[src/rtl/dma_addr_count_unit.sv]
// Per-channel address/word-count engine: CPU-programmable base/current registers,
// step-driven address generation with ADSTB, terminal count and autoinitialize.
module dma_addr_count_unit #(
   parameter int NCH = 4,
   parameter int AW  = 16
) (
   input  logic           clk,
   input  logic           rst,
   input  logic           prog_wr,
   input  logic           prog_rd,
   input  logic [3:0]     prog_addr,
   input  logic           clear_ff,
   input  logic [7:0]     din,
   output logic [7:0]     dout,
   input  logic           xfer_start,
   input  logic [1:0]     ch_sel,
   input  logic           step,
   input  logic [NCH-1:0] mode_dec,
   input  logic [NCH-1:0] mode_auto,
   output logic [AW-1:0]  addr_out,
   output logic           adstb,
   output logic           tc,
   output logic [1:0]     tc_ch,
   output logic [NCH-1:0] done
);

   logic          ff_reg;
   logic          first_pend_reg;
   logic          wr_acc;
   logic          rd_acc;
   logic          step_eff;
   logic [AW-1:0] cur_addr_w [NCH];
   logic [AW-1:0] cur_cnt_w  [NCH];
   logic [NCH-1:0] done_w;
   logic [AW-1:0] sel_addr;
   logic [AW-1:0] rd_word;
   logic [7:0]    rd_byte;

   // Registers with prog_addr[3] set do not exist: no access, no ff toggle.
   assign wr_acc   = prog_wr && !prog_addr[3];
   assign rd_acc   = prog_rd && !prog_addr[3];
   assign step_eff = step && !wr_acc && !done_w[ch_sel];
   assign sel_addr = cur_addr_w[ch_sel];
   assign rd_word  = prog_addr[0] ? cur_cnt_w[prog_addr[2:1]] : cur_addr_w[prog_addr[2:1]];
   assign rd_byte  = ff_reg ? rd_word[AW-1:8] : rd_word[7:0];
   assign done     = done_w;

   genvar gi;
   generate
      for (gi = 0; gi < NCH; gi++) begin : g_ch
         logic [AW-1:0] base_addr_reg;
         logic [AW-1:0] cur_addr_reg;
         logic [AW-1:0] base_cnt_reg;
         logic [AW-1:0] cur_cnt_reg;
         logic          done_reg;
         logic          wr_me;
         logic          step_me;

         assign wr_me   = wr_acc && (prog_addr[2:1] == 2'(gi));
         assign step_me = step_eff && (ch_sel == 2'(gi));

         always_ff @(posedge clk or negedge rst) begin
            if (!rst) begin
               base_addr_reg <= '0;
               cur_addr_reg  <= '0;
               base_cnt_reg  <= '0;
               cur_cnt_reg   <= '0;
               done_reg      <= 1'b0;
            end else if (wr_me) begin
               // Writes land in base and current together.
               if (!prog_addr[0]) begin
                  if (ff_reg) begin
                     base_addr_reg[AW-1:8] <= din;
                     cur_addr_reg[AW-1:8]  <= din;
                  end else begin
                     base_addr_reg[7:0] <= din;
                     cur_addr_reg[7:0]  <= din;
                  end
               end else begin
                  if (ff_reg) begin
                     base_cnt_reg[AW-1:8] <= din;
                     cur_cnt_reg[AW-1:8]  <= din;
                  end else begin
                     base_cnt_reg[7:0] <= din;
                     cur_cnt_reg[7:0]  <= din;
                  end
                  done_reg <= 1'b0;
               end
            end else if (step_me) begin
               if (cur_cnt_reg == '0 && mode_auto[gi]) begin
                  cur_addr_reg <= base_addr_reg;
                  cur_cnt_reg  <= base_cnt_reg;
               end else begin
                  cur_addr_reg <= mode_dec[gi] ? cur_addr_reg - AW'(1) : cur_addr_reg + AW'(1);
                  cur_cnt_reg  <= cur_cnt_reg - AW'(1);
                  if (cur_cnt_reg == '0) begin
                     done_reg <= 1'b1;
                  end
               end
            end
         end

         assign cur_addr_w[gi] = cur_addr_reg;
         assign cur_cnt_w[gi]  = cur_cnt_reg;
         assign done_w[gi]     = done_reg;
      end
   endgenerate

   always_ff @(posedge clk or negedge rst) begin
      if (!rst) begin
         ff_reg         <= 1'b0;
         first_pend_reg <= 1'b0;
         dout           <= '0;
         addr_out       <= '0;
         adstb          <= 1'b0;
         tc             <= 1'b0;
         tc_ch          <= '0;
      end else begin
         if (clear_ff) begin
            ff_reg <= 1'b0;
         end else if (wr_acc || rd_acc) begin
            ff_reg <= ~ff_reg;
         end

         if (rd_acc && !wr_acc) begin
            dout <= rd_byte;
         end

         adstb <= 1'b0;
         tc    <= 1'b0;
         if (step_eff) begin
            addr_out       <= sel_addr;
            adstb          <= first_pend_reg || xfer_start ||
                              (sel_addr[AW-1:8] != addr_out[AW-1:8]);
            tc             <= (cur_cnt_w[ch_sel] == '0);
            tc_ch          <= ch_sel;
            first_pend_reg <= 1'b0;
         end else if (xfer_start) begin
            first_pend_reg <= 1'b1;
         end
      end
   end

endmodule
[config.mk]
export PLATFORM = sky130hd
export DESIGN_NAME = dma_addr_count_unit
export DESIGN_NICKNAME = d
export VERILOG_FILES = /design/src/rtl/dma_addr_count_unit.sv
export SDC_FILE = /design/constraint.sdc
export NUM_CORES = 1
export LEC_CHECK = 0
export CELL_PAD_IN_SITES_DETAIL_PLACEMENT = 1
export CELL_PAD_IN_SITES_GLOBAL_PLACEMENT = 1
export CORE_AREA = 2 2 205 207
export DETAILED_ROUTE_END_ITERATION = 12
export DIE_AREA = 0 0 207 209
export PLACE_DENSITY_LB_ADDON = 0.1
export REMOVE_ABC_BUFFERS = 1
export SYNTH_ARGS = -nofsm -noshare
export SYNTH_HDL_FRONTEND = slang
export SYNTH_SLANG_ARGS = --single-unit
[constraint.sdc]
create_clock -name clk -period 2.41 [get_ports clk]
set_input_delay 0.482 -clock clk [delete_from_list [all_inputs] [get_ports clk]]
set_output_delay 0.482 -clock clk [all_outputs]
set_load 0.03 [all_outputs]
==> results.sh <==
export IMPL_drt_pass1_iterations=5
export IMPL_grt_pass1_vias=19012
export IMPL_synth_area_per_inst_um2=9.89
export IMPL_worst_path_max_delay_cell="sky130_fd_sc_hd__a2111oi_4"
export IMPL_fp_dieW_um=207
export IMPL_num_rows=75
export IMPL_avgRoutedWirePerCell_um=27.5
export IMPL_timing_max_slew_rel_slack=0.519
export IMPL_synth_warning_count=0
export IMPL_ff2ff_setup_slack_ps=-350
export IMPL_critical_path_peak_fanout=2
export IMPL_root_buffer="sky130_fd_sc_hd__clkbuf_16"
export IMPL_grt_ovfl_total=0
export IMPL_ant_nets=0
export IMPL_drc_violations_left=0
export IMPL_grt_first_pass_wirelength_um=117000
export IMPL_crit_reg2reg_capture="g_ch[0].cur_addr_reg[15]"
export IMPL_internal_power_mw=17.6
export IMPL_yosys_cell_types_count=83
export IMPL_layout_area_overhead_vs_synth_pct=38.9
export IMPL_tightest_hold_check_type="input port to asynchronous set/reset pin"
export IMPL_cts_sinks=290
export IMPL_timing_critical_path_slowest_cell_delay_ps=440
export IMPL_timing_final_ws_setup_ps=-354
export IMPL_setup_total_negative_slack_ps=-1850
export IMPL_post_route_fraction_of_the_period_consumed_by_the_critical_path=1.15
export IMPL_clk_latency_ps=560
export IMPL_timing_fmax_mhz=362
export IMPL_rr_worst_depth=10
export IMPL_max_cap_violations=0
export IMPL_final_layout_size_suffix_gt1_frac=0.393
export IMPL_core_region_area_um2=41300
export IMPL_setup_worst_path_start_class="flip-flop"
export IMPL_sw_frac_of_total=0.402
export IMPL_outcome="complete, but fails checks"
export IMPL_r2r_start="g_ch[0].cur_addr_reg[1]"
export IMPL_clk_pin_slew_ps=60
export IMPL_power_density_nw_per_um2=1150
export IMPL_timing_final_hold_violations=0
export IMPL_placement_io_buffers=60
export IMPL_worst_path_buffer_plus_inverter_count=1
export IMPL_asyncSetResetFlopFracSynth=1.00
export IMPL_crit_path_required_time_ps=2840
export IMPL_timing_critical_path_cells="buf_6, ha_4, a211o_1, a2111oi_4, o31ai_2, a211oi_2, o21bai_1, a21oi_1, xnor2_1, mux2_1"
export IMPL_highest_count_cells_in_the_layout_ignoring_fill_and_taps="417 x sky130_fd_sc_hd__buf_4, 288 x sky130_fd_sc_hd__dfrtp_1, 203 x sky130_fd_sc_hd__nand2_1"
export IMPL_start_util=0.444
export IMPL_dp_final_hpwl_um=56500
export IMPL_switchingPower_mw=11.8
export IMPL_via_count=17990
export IMPL_post_place_instance_area_um2=22800
export IMPL_clock_tree_from_tritoncts="built"
export IMPL_most_common_cell_after_layout_fill_and_taps_aside="sky130_fd_sc_hd__buf_4"
export IMPL_drt_wl_total_um=79500
export IMPL_cp_data_arrival_time_ps=3190
export IMPL_numCtsBuffers=36
export IMPL_finalWeightedCongestion=0.958
export IMPL_synth_seq_cells=290
export IMPL_vias_per_cell=6.24
export IMPL_layout_cell_area_non_filler_um2=25500
export IMPL_antenna_found_initial=3
export IMPL_violations_in_the_final_reports="setup timing"
export IMPL_antenna_diode_count=0
export IMPL_final_util=0.617
export IMPL_power_share_clock=0.205
export IMPL_syn_inst=1855
export IMPL_cp_top_delay_family="compound AO/OA/AOI/OAI gates"
export IMPL_finalClockSkew_ps=18.0
export IMPL_seq_area_frac_synth=0.396
export IMPL_power_share_combinational=0.517
export IMPL_final_nets=2417
export IMPL_synthFlopType="sky130_fd_sc_hd__dfrtp_1"
export IMPL_layout_min_cycle_time_ps=2760
export IMPL_grtUsageTotal=0.355
export IMPL_netlist_area_um2=18300
export IMPL_drt_iter0_markers=1480
export IMPL_timing_final_setup_violations=18
export IMPL_worst_setup_path_end_kind="flip-flop"
export IMPL_rsz_0062_raised_after_global_routing="true"
export IMPL_top_level_ports=61
export IMPL_ir_worst_vdd_uv=657
export IMPL_die_area_um2=43300
export IMPL_finalMaxSlewViolations=0
export IMPL_worstSetupPathType="flip-flop to flip-flop"
export IMPL_synth_edff_count=0
export IMPL_grt_max_degree=69
export IMPL_slew_at_the_pin_with_the_worst_max_slew_slack_ps=721
export IMPL_seqPwrFrac=0.278
export IMPL_clock_path_buffers=3
export IMPL_layout_filler_cells=4468
export IMPL_die_height_um=209
export IMPL_cts_max_level=2
export IMPL_power_leakage_nw=11.1
## how the worst max path moves through the flow
stage | end | depth (start not counted) | slack, ps | from
finish | g_ch[0].cur_addr_reg[15] | 10 | -350 | g_ch[0].cur_addr_reg[1]
global route | g_ch[0].cur_addr_reg[15] | 10 | -430 | g_ch[0].cur_addr_reg[1]
CTS | g_ch[0].cur_addr_reg[15] | 10 | -400 | g_ch[0].cur_addr_reg[1]
detailed placement | g_ch[0].cur_addr_reg[15] | 11 | -1070 | mode_dec[0]
global placement | g_ch[0].cur_addr_reg[15] | 11 | -1000 | mode_dec[0]
floorplan | g_ch[0].cur_addr_reg[15] | 7 | -860 | prog_addr[3]
## area by class of cell
type / count / area (um^2) / share of cell area
multi-input cells: 1435 / 11400 / 0.449
clock buffers: 47 / 1040 / 0.0410
inverters: 22 / 82.6 / 0.00324
well taps: 539 / 674 / 0.0265
clock inverters: 17 / 250 / 0.00982
flip-flops and latches: 290 / 7260 / 0.285
repair buffers: 535 / 4740 / 0.186
## power groups by stage
stage	clock network (mW)	registers, mW	logic [mW]
after floorplan	0	7.97	6.90
after global placement	0	7.93	12.9
after detailed placement	0	8.03	13.4
after CTS	6.07	8.01	14.1
after global routing	6.28	8.26	16.2
final	6.03	8.16	15.2
## cell families (layout without fill, tap and decap cells)
kind of cell,after synthesis,in the layout,share of synthesized area
AO/OA/AOI/OAI,466,466,0.165
multiplexers,219,219,0.169
AND/OR/NAND/NOR,587,587,0.147
XOR/XNOR,95,95,0.0453
adder cells (fa/ha/maj),68,68,0.0480
buffers and inverters,130,621,0.0299
flip-flops,290,290,0.396
## worst reg2reg max path, cell delays in order, from the launching register on
cell	delay, ps
sky130_fd_sc_hd__dfrtp_1	420
sky130_fd_sc_hd__buf_6	140
sky130_fd_sc_hd__ha_4	200
sky130_fd_sc_hd__a211o_1	300
sky130_fd_sc_hd__a2111oi_4	440
sky130_fd_sc_hd__o31ai_2	140
sky130_fd_sc_hd__a211oi_2	250
sky130_fd_sc_hd__o21bai_1	100
sky130_fd_sc_hd__a21oi_1	180
sky130_fd_sc_hd__xnor2_1	140
sky130_fd_sc_hd__mux2_1	340
## metal layers
metal  vias up  GRT usage  wire length, um
li1       7798          -                -
met5         -          0               15
met2       669      0.587            37200
met4         2      0.164             4640
met1      9255      0.463            32400
met3       266     0.0521             5210
## metrics by stage
step	hold slack, ps	power, mW	setup slack, ps	instances
4_1_cts	455	28.1	-398	2852
5_1_grt	482	30.8	-433	2885
3_3_place_gp	462	20.8	-1000	2780
6_report	472	29.4	-354	2885
3_5_place_dp	467	21.4	-1070	2780
2_1_floorplan	186	14.9	-856	1747
## what timing repair did
item                                    4_1_cts  5_1_grt
endpoints found under the hold margin        63        0
cloned                                        0        6
resized for setup                            72      146
setup buffers                                 9       28
pin swaps                                    44       86
hold buffers                                  1        0
endpoints found under the setup margin       48       73
## Yosys cell counts, drive strengths merged, types with 52 or more instances
master  number  area [um^2]
clkbuf      68          259
nor2       202          773
mux2       158         1780
xnor2       66          578
ha          64          801
dfrtp      290         7260
nand2      208          781
o211ai      55          413
o21ai       98          494
a21oi      103          515
a31oi       52          325
mux4        57         1280
No activity file was read; power rests on OpenSTA's default activity.
